### config.mk
export PLATFORM = sky130hd
export DESIGN_NAME = quad_decoder
export DESIGN_NICKNAME = d
export VERILOG_FILES = /design/src/rtl/quad_decoder_pkg.sv /design/src/rtl/quad_channel.sv /design/src/rtl/quad_decoder.sv
export SDC_FILE = /design/constraint.sdc
export NUM_CORES = 1
export LEC_CHECK = 0
export BUFFER_PORTS_ARGS = -buffer_cell sky130_fd_sc_hd__buf_2
export CAP_MARGIN = 20
export CORE_MARGIN = 4
export CORE_UTILIZATION = 53
export DETAILED_ROUTE_END_ITERATION = 7
export GPL_TIMING_DRIVEN = 0
export PLACE_DENSITY_LB_ADDON = 0.1
export SLEW_MARGIN = 20
export SYNTH_ARGS = -nofsm -noshare
export SYNTH_HDL_FRONTEND = slang
export SYNTH_SLANG_ARGS = --single-unit
### constraint.sdc
create_clock -name clk -period 6.05 [get_ports clk]
set_clock_uncertainty 0.2 [all_clocks]
set_input_delay 0.605 -clock clk [delete_from_list [all_inputs] [get_ports clk]]
set_output_delay 0.605 -clock clk [all_outputs]
set_load 0.005 [all_outputs]
### src/rtl/quad_decoder_pkg.sv
// quad_decoder_pkg
//   Shared types and the Gray-code step decoder used by every encoder
//   channel of quad_decoder.
//   - qstate_t    : 2-bit encoder state, packed as {a,b}
//   - step_t      : classification of one accepted state change
//   - decode_step : pure function mapping (prev, next) to a step_t
package quad_decoder_pkg;

  typedef logic [1:0] qstate_t;

  typedef enum logic [1:0] {
    STEP_NONE = 2'd0,
    STEP_CW   = 2'd1,
    STEP_CCW  = 2'd2,
    STEP_ERR  = 2'd3
  } step_t;

  // Position of a state along the clockwise cycle 00 -> 10 -> 11 -> 01.
  function automatic logic [1:0] gray_idx(input qstate_t s);
    logic [1:0] idx;
    case (s)
      2'b00:   idx = 2'd0;
      2'b10:   idx = 2'd1;
      2'b11:   idx = 2'd2;
      default: idx = 2'd3;
    endcase
    return idx;
  endfunction

  // The modulo-4 distance along the cycle classifies the step:
  // +1 is clockwise, -1 (3) counter-clockwise, 2 is a two-bit jump.
  function automatic step_t decode_step(input qstate_t prev, input qstate_t next);
    logic [1:0] diff;
    step_t      step;
    diff = gray_idx(next) - gray_idx(prev);
    case (diff)
      2'd1:    step = STEP_CW;
      2'd3:    step = STEP_CCW;
      2'd2:    step = STEP_ERR;
      default: step = STEP_NONE;
    endcase
    return step;
  endfunction

endpackage

### src/rtl/quad_channel.sv
// quad_channel
//   One quadrature encoder channel: 2-flop synchroniser on {a,b}, optional
//   stability filter, Gray-code step decode, wrapping signed position counter.
//   Optional feature: define QUAD_DECODER_FILTER_EN to require the
//   synchronised pair to be stable for FILT_LEN cycles before acceptance.
//   Ports:
//     clk, rst      - clock, asynchronous active-high reset
//     a, b          - raw encoder pins (asynchronous)
//     clr           - synchronous clear of position and err_sticky
//     cw, ccw, err  - registered single-cycle step / illegal-jump pulses
//     err_sticky    - set by err, held until clr or rst
//     position      - signed wrapping position count
module quad_channel
  import quad_decoder_pkg::*;
#(
  parameter int CNT_W    = 16,
  parameter int FILT_LEN = 4
) (
  input  logic                    clk,
  input  logic                    rst,
  input  logic                    a,
  input  logic                    b,
  input  logic                    clr,
  output logic                    cw,
  output logic                    ccw,
  output logic                    err,
  output logic                    err_sticky,
  output logic signed [CNT_W-1:0] position
);

  if (FILT_LEN < 1 || FILT_LEN > 255) begin : g_bad_filt_len
    $error("quad_channel: FILT_LEN must be in 1..255");
  end

  localparam logic signed [CNT_W-1:0] POS_ONE = CNT_W'(1);

  // Two's complement step of the position counter; wraps naturally.
  function automatic logic signed [CNT_W-1:0] wrap_step(
    input logic signed [CNT_W-1:0] v,
    input logic                    up
  );
    return up ? (v + POS_ONE) : (v - POS_ONE);
  endfunction

  // ---- Stage p0/p1: synchroniser; vld marks samples taken after reset ----
  qstate_t ab_p0_q, ab_p0_d;
  qstate_t s_p1_q,  s_p1_d;
  logic    vld_p0_q, vld_p0_d;
  logic    vld_p1_q, vld_p1_d;

  always_comb begin
    ab_p0_d  = {a, b};
    s_p1_d   = ab_p0_q;
    vld_p0_d = 1'b1;
    vld_p1_d = vld_p0_q;
  end

  always_ff @(posedge clk or posedge rst) begin
    if (rst) begin
      ab_p0_q  <= 2'b00;
      s_p1_q   <= 2'b00;
      vld_p0_q <= 1'b0;
      vld_p1_q <= 1'b0;
    end else begin
      ab_p0_q  <= ab_p0_d;
      s_p1_q   <= s_p1_d;
      vld_p0_q <= vld_p0_d;
      vld_p1_q <= vld_p1_d;
    end
  end

  // ---- Acceptance: which synchronised sample is offered to the decoder ----
  logic    accept;
  qstate_t sample;

`ifdef QUAD_DECODER_FILTER_EN
  localparam int                FCNT_W   = $clog2(FILT_LEN + 1);
  localparam logic [FCNT_W-1:0] FCNT_MAX = FCNT_W'(FILT_LEN - 1);

  qstate_t           cand_q, cand_d;
  logic              cand_vld_q, cand_vld_d;
  logic [FCNT_W-1:0] fcnt_q, fcnt_d;

  // Any change of s reloads the candidate and restarts the window. The
  // candidate is offered on the FILT_LEN-th stable cycle, so the filter adds
  // exactly FILT_LEN cycles; re-offering it later is harmless (n == q).
  always_comb begin
    cand_d     = cand_q;
    cand_vld_d = cand_vld_q;
    fcnt_d     = fcnt_q;
    if (vld_p1_q) begin
      if (!cand_vld_q || (s_p1_q != cand_q)) begin
        cand_d     = s_p1_q;
        cand_vld_d = 1'b1;
        fcnt_d     = '0;
      end else if (fcnt_q != FCNT_MAX) begin
        fcnt_d = fcnt_q + 1'b1;
      end
    end
    accept = cand_vld_q && (s_p1_q == cand_q) && (fcnt_q == FCNT_MAX);
    sample = cand_q;
  end

  always_ff @(posedge clk or posedge rst) begin
    if (rst) begin
      cand_q     <= 2'b00;
      cand_vld_q <= 1'b0;
      fcnt_q     <= '0;
    end else begin
      cand_q     <= cand_d;
      cand_vld_q <= cand_vld_d;
      fcnt_q     <= fcnt_d;
    end
  end
`else
  always_comb begin
    accept = vld_p1_q;
    sample = s_p1_q;
  end
`endif

  // ---- Stage p2: decode, count, registered pulses ----
  qstate_t                 q_q, q_d;
  logic                    primed_q, primed_d;
  logic signed [CNT_W-1:0] pos_q, pos_d;
  logic                    cw_q, cw_d;
  logic                    ccw_q, ccw_d;
  logic                    err_q, err_d;
  logic                    sticky_q, sticky_d;
  step_t                   step;

  always_comb begin
    step     = decode_step(q_q, sample);
    q_d      = q_q;
    primed_d = primed_q;
    pos_d    = pos_q;
    cw_d     = 1'b0;
    ccw_d    = 1'b0;
    err_d    = 1'b0;
    sticky_d = sticky_q;

    if (accept) begin
      // q always follows the accepted sample, which also resyncs after
      // an illegal jump.
      q_d = sample;
      if (!primed_q) begin
        primed_d = 1'b1;
      end else begin
        case (step)
          STEP_CW: begin
            cw_d  = 1'b1;
            pos_d = wrap_step(pos_q, 1'b1);
          end
          STEP_CCW: begin
            ccw_d = 1'b1;
            pos_d = wrap_step(pos_q, 1'b0);
          end
          STEP_ERR: begin
            err_d    = 1'b1;
            sticky_d = 1'b1;
          end
          default: ;
        endcase
      end
    end

    // Clear overrides any same-cycle count or sticky set; pulses still issue.
    if (clr) begin
      pos_d    = '0;
      sticky_d = 1'b0;
    end
  end

  always_ff @(posedge clk or posedge rst) begin
    if (rst) begin
      q_q      <= 2'b00;
      primed_q <= 1'b0;
      pos_q    <= '0;
      cw_q     <= 1'b0;
      ccw_q    <= 1'b0;
      err_q    <= 1'b0;
      sticky_q <= 1'b0;
    end else begin
      q_q      <= q_d;
      primed_q <= primed_d;
      pos_q    <= pos_d;
      cw_q     <= cw_d;
      ccw_q    <= ccw_d;
      err_q    <= err_d;
      sticky_q <= sticky_d;
    end
  end

  assign cw         = cw_q;
  assign ccw        = ccw_q;
  assign err        = err_q;
  assign err_sticky = sticky_q;
  assign position   = pos_q;

endmodule

### src/rtl/quad_decoder.sv
// quad_decoder
//   Multi-channel quadrature decoder: NUM_CH independent quad_channel
//   instances with packed outputs.
//   Optional feature: define QUAD_DECODER_FILTER_EN to enable the per-channel
//   FILT_LEN-cycle glitch filter (FILT_LEN is ignored otherwise).
//   Ports:
//     clk, rst       - clock, asynchronous active-high reset
//     a, b           - raw encoder pins, one bit per channel
//     clr            - per-channel synchronous clear of position/err_sticky
//     cw, ccw, err   - per-channel single-cycle pulses
//     err_sticky     - per-channel sticky illegal-jump flag
//     position       - packed signed counters, channel i at [i*CNT_W +: CNT_W]
module quad_decoder
  import quad_decoder_pkg::*;
#(
  parameter int NUM_CH   = 4,
  parameter int CNT_W    = 16,
  parameter int FILT_LEN = 4
) (
  input  logic                      clk,
  input  logic                      rst,
  input  logic [NUM_CH-1:0]         a,
  input  logic [NUM_CH-1:0]         b,
  input  logic [NUM_CH-1:0]         clr,
  output logic [NUM_CH-1:0]         cw,
  output logic [NUM_CH-1:0]         ccw,
  output logic [NUM_CH-1:0]         err,
  output logic [NUM_CH-1:0]         err_sticky,
  output logic [NUM_CH*CNT_W-1:0]   position
);

  for (genvar i = 0; i < NUM_CH; i++) begin : g_ch
    quad_channel #(
      .CNT_W    (CNT_W),
      .FILT_LEN (FILT_LEN)
    ) u_ch (
      .clk        (clk),
      .rst        (rst),
      .a          (a[i]),
      .b          (b[i]),
      .clr        (clr[i]),
      .cw         (cw[i]),
      .ccw        (ccw[i]),
      .err        (err[i]),
      .err_sticky (err_sticky[i]),
      .position   (position[i*CNT_W +: CNT_W])
    );
  end

endmodule

==> flow_summary.json <==
{
  "die_x_um": 122,
  "worstPathBufferInverterCount": 3,
  "synth_cells": 795,
  "dr_total_vias": 6373,
  "end_kind": "register",
  "synth_seq_cells": 107,
  "report.final.slew_viol_count": 0,
  "worst_pin_slew_ns": 0.702,
  "clk_latency_ns": 0.35,
  "finalPower_mw": 2.69,
  "critPathLaunchType": "register",
  "drt_iter0_drc": 465,
  "fin_cells": 1076,
  "dr.pass1.iters": 5,
  "grt_max_degree": 56,
  "crit_required_ns": 6.13,
  "cts_inserted_buffers": 9,
  "stdcell_area_mm2": 0.00794,
  "cts_tree": "done",
  "powerDensity_mw_per_mm2": 339,
  "worstReg2RegEnd": "g_ch[3].u_ch.position[10]",
  "synth_fp_nets": 841,
  "num_io_pins": 94,
  "coreArea_mm2": 0.0127,
  "diodes": 0,
  "overflow": 0,
  "vdd_drop_max_v": 0.000170,
  "drive_above_1_share_pct": 16.8,
  "fin_crit_sh_pct": 83.1,
  "dp_slack_ns": 1.04,
  "chipHeight_um": 122,
  "worst-setup-path-type": "reg2reg",
  "die-area_mm2": 0.0150,
  "rsz0062_at_grt": "no",
  "cp_common_cell": "ha_1",
  "antenna_found_initial": 0,
  "crit_path_cell_trace": "ha_1 -> ha_1 -> xnor3_1 -> or2_1 -> buf_2 -> clkbuf_1 -> clkbuf_1 -> xnor2_1 -> ha_1 -> or2_2 -> a2111oi_0 -> o31a_1 -> a21o_1 -> mux2_2 -> or3_1 -> a21oi_1",
  "cp_max_fo": 10,
  "status": "finished, final reports clean",
  "clkTransAtPathRegs_ns": 0.08,
  "cts.sinks": 107,
  "fin_setup_tns_ns": 0,
  "cp_top_family": "buffers and inverters",
  "final_hold_viol_count": 0,
  "layout_common_cells": "dfrtp_1 (107), buf_2 (97), nor2_1 (95)",
  "portBuffers": 92,
  "max-cap-violations": 0,
  "reg2reg_slack_ns": 1.02,
  "slowest_delay_ns": 0.48,
  "slew_headroom_pct": 52.8,
  "ant_nets": 0,
  "max_freq_mhz": 199,
  "r2r_cells": 16,
  "cts-root-buf": "clkbuf_16",
  "remaining_drc_errors": 0,
  "htree_levels": 3,
  "async_flop_share_pct": 100,
  "area_growth_pct": 14.6,
  "syn-cell-area_mm2": 0.00693,
  "rows": 41,
  "hold_ws_ns": 0.0967,
  "place.gp.congestion": 0.896,
  "start_util_pct": 54.5,
  "leakage_nw": 3.74,
  "syn_avg_cell_area_um2": 8.72,
  "grt_first_pass_wirelength_um": 28800,
  "place_inst": 1060,
  "grt_pass1_vias": 6077,
  "crit_path_end": "g_ch[3].u_ch.position[10]",
  "setup_viol": 0,
  "viasPerCell": 5.92,
  "ctsResizeCount": 0,
  "setup_slack_ns": 1.02,
  "hold_class": "in2async",
  "utilization_pct": 62.4,
  "synth.distinct_cells": 67,
  "cts_setup_buffers": 0,
  "final_common_cell": "dfrtp_1",
  "clk_path_buf_depth": 2,
  "dpl_cell_area_mm2": 0.00764,
  "drt_wl_total_um": 17300,
  "yosysSeqAreaShare_pct": 38.6,
  "gr-usage-all-layers_pct": 23.4,
  "synth_edf_count": 0,
  "hold_buffers": 0,
  "dp_hpwl_um": 12300,
  "design.final.nets": 945,
  "yosysWarnings": 0,
  "synth_ff_type": "dfrtp_1",
  "crit_slowest_cell": "clkbuf_1",
  "cp_num_cells": 16,
  "min_period_ns": 5.03,
  "cp.arrival_ns": 5.11,
  "wl_per_cell_um": 16.0,
  "crit_start": "g_ch[3].u_ch.s_p1_q[0]",
  "r2r_start": "g_ch[3].u_ch.s_p1_q[0]"
}
how the worst min path moves through the flow:
stage,to,cells past startpoint
floorplan,g_ch[0].u_ch.s_p1_q[0],0
global placement,g_ch[0].u_ch.s_p1_q[0],0
detailed placement,g_ch[2].u_ch.s_p1_q[0],0
CTS,g_ch[3].u_ch.position[14],2
global route,g_ch[1].u_ch.cw,2
finish,g_ch[3].u_ch.position[14],2
cells in the mapped netlist, types with 3 or more instances:
library cell | instances | area, µm²
o21a_1 | 3 | 22.5
o31ai_1 | 8 | 60.1
nor4b_1 | 3 | 26.3
nand3b_1 | 5 | 37.5
buf_1 | 3 | 11.3
a2111oi_0 | 3 | 26.3
o22ai_1 | 4 | 25.0
and2_1 | 5 | 31.3
nor4_1 | 14 | 87.6
or4_1 | 20 | 150
o41ai_1 | 3 | 26.3
and4_1 | 5 | 43.8
a21oi_1 | 48 | 240
xnor3_1 | 4 | 90.1
and3_1 | 9 | 56.3
clkbuf_1 | 47 | 176
nand4_1 | 22 | 138
nor3_1 | 28 | 140
nor2b_1 | 6 | 37.5
nand2_1 | 57 | 214
or3_1 | 20 | 125
buf_2 | 5 | 25.0
xnor2_1 | 34 | 298
xor2_1 | 16 | 140
o21ai_0 | 31 | 155
a211oi_1 | 5 | 37.5
nor2_1 | 95 | 357
or2_2 | 6 | 37.5
inv_1 | 25 | 93.8
dfrtp_1 | 107 | 2680
nor4bb_1 | 3 | 30.0
mux2i_1 | 6 | 60.1
a31oi_1 | 5 | 31.3
ha_1 | 32 | 400
nand3_1 | 34 | 170
buf_4 | 16 | 120
o211ai_1 | 10 | 75.1
mux2_2 | 10 | 113
registers in the layout, indices dropped and copies added, names as in the netlist:
name,flops
g_ch.u_ch.position,64
g_ch.u_ch.err,4
g_ch.u_ch.err_sticky,4
g_ch.u_ch.ccw,4
g_ch.u_ch.accept,1
g_ch.u_ch.cw,4
g_ch.u_ch.primed_q,1
g_ch.u_ch.s_p1_q,8
g_ch.u_ch.vld_p0_q,1
g_ch.u_ch.ab_p0_q,8
g_ch.u_ch.q_q,8
power by group:
group          switching, mW  leakage [nW]  internal [mW]
Combinational          0.689          2.19          0.481
Sequential             0.103          1.41          0.809
Clock                  0.284         0.138          0.324
Total                   1.08          3.74           1.61
cells by family (layout without fill, tap and decap cells):
logic type	after synthesis	after routing	share of synthesized area, %
XOR/XNOR	56	56	8.31
other	1	1	0.0541
AO/OA/AOI/OAI	143	143	12.9
adder cells (fa/ha/maj)	32	32	5.78
buffers and inverters	97	206	6.21
flip-flops	107	107	38.6
multiplexers	16	16	2.49
AND/OR/NAND/NOR	343	343	25.6
cell type report:
cell class                      count  area (µm²)
Fill cell                        1166        4780
Tap cell                          172         215
Sequential cell                   107        2680
Clock inverter                      7        75.1
Inverter                           26         103
Buffer                             71         333
Multi-Input combinational cell    591        3820
Clock buffer                        9         225
Timing Repair Buffer               93         488
metal layers:
layer / GRT usage [%] / wire length (µm)
met5: 0 / 0
met4: 8.61 / 274
met3: 3.13 / 971
met2: 38.0 / 8190
met1: 32.2 / 7820
worst register-to-register path, stage by stage (launching register included):
cell and delay, ns:
dfrtp_1 0.41, ha_1 0.32, ha_1 0.21, xnor3_1 0.37, or2_1 0.09, buf_2 0.16
clkbuf_1 0.45, clkbuf_1 0.48, xnor2_1 0.15, ha_1 0.28, or2_2 0.32, a2111oi_0 0.40
o31a_1 0.17, a21o_1 0.15, mux2_2 0.36, or3_1 0.30, a21oi_1 0.14
Note: power is estimated with default switching activity, not from simulation.
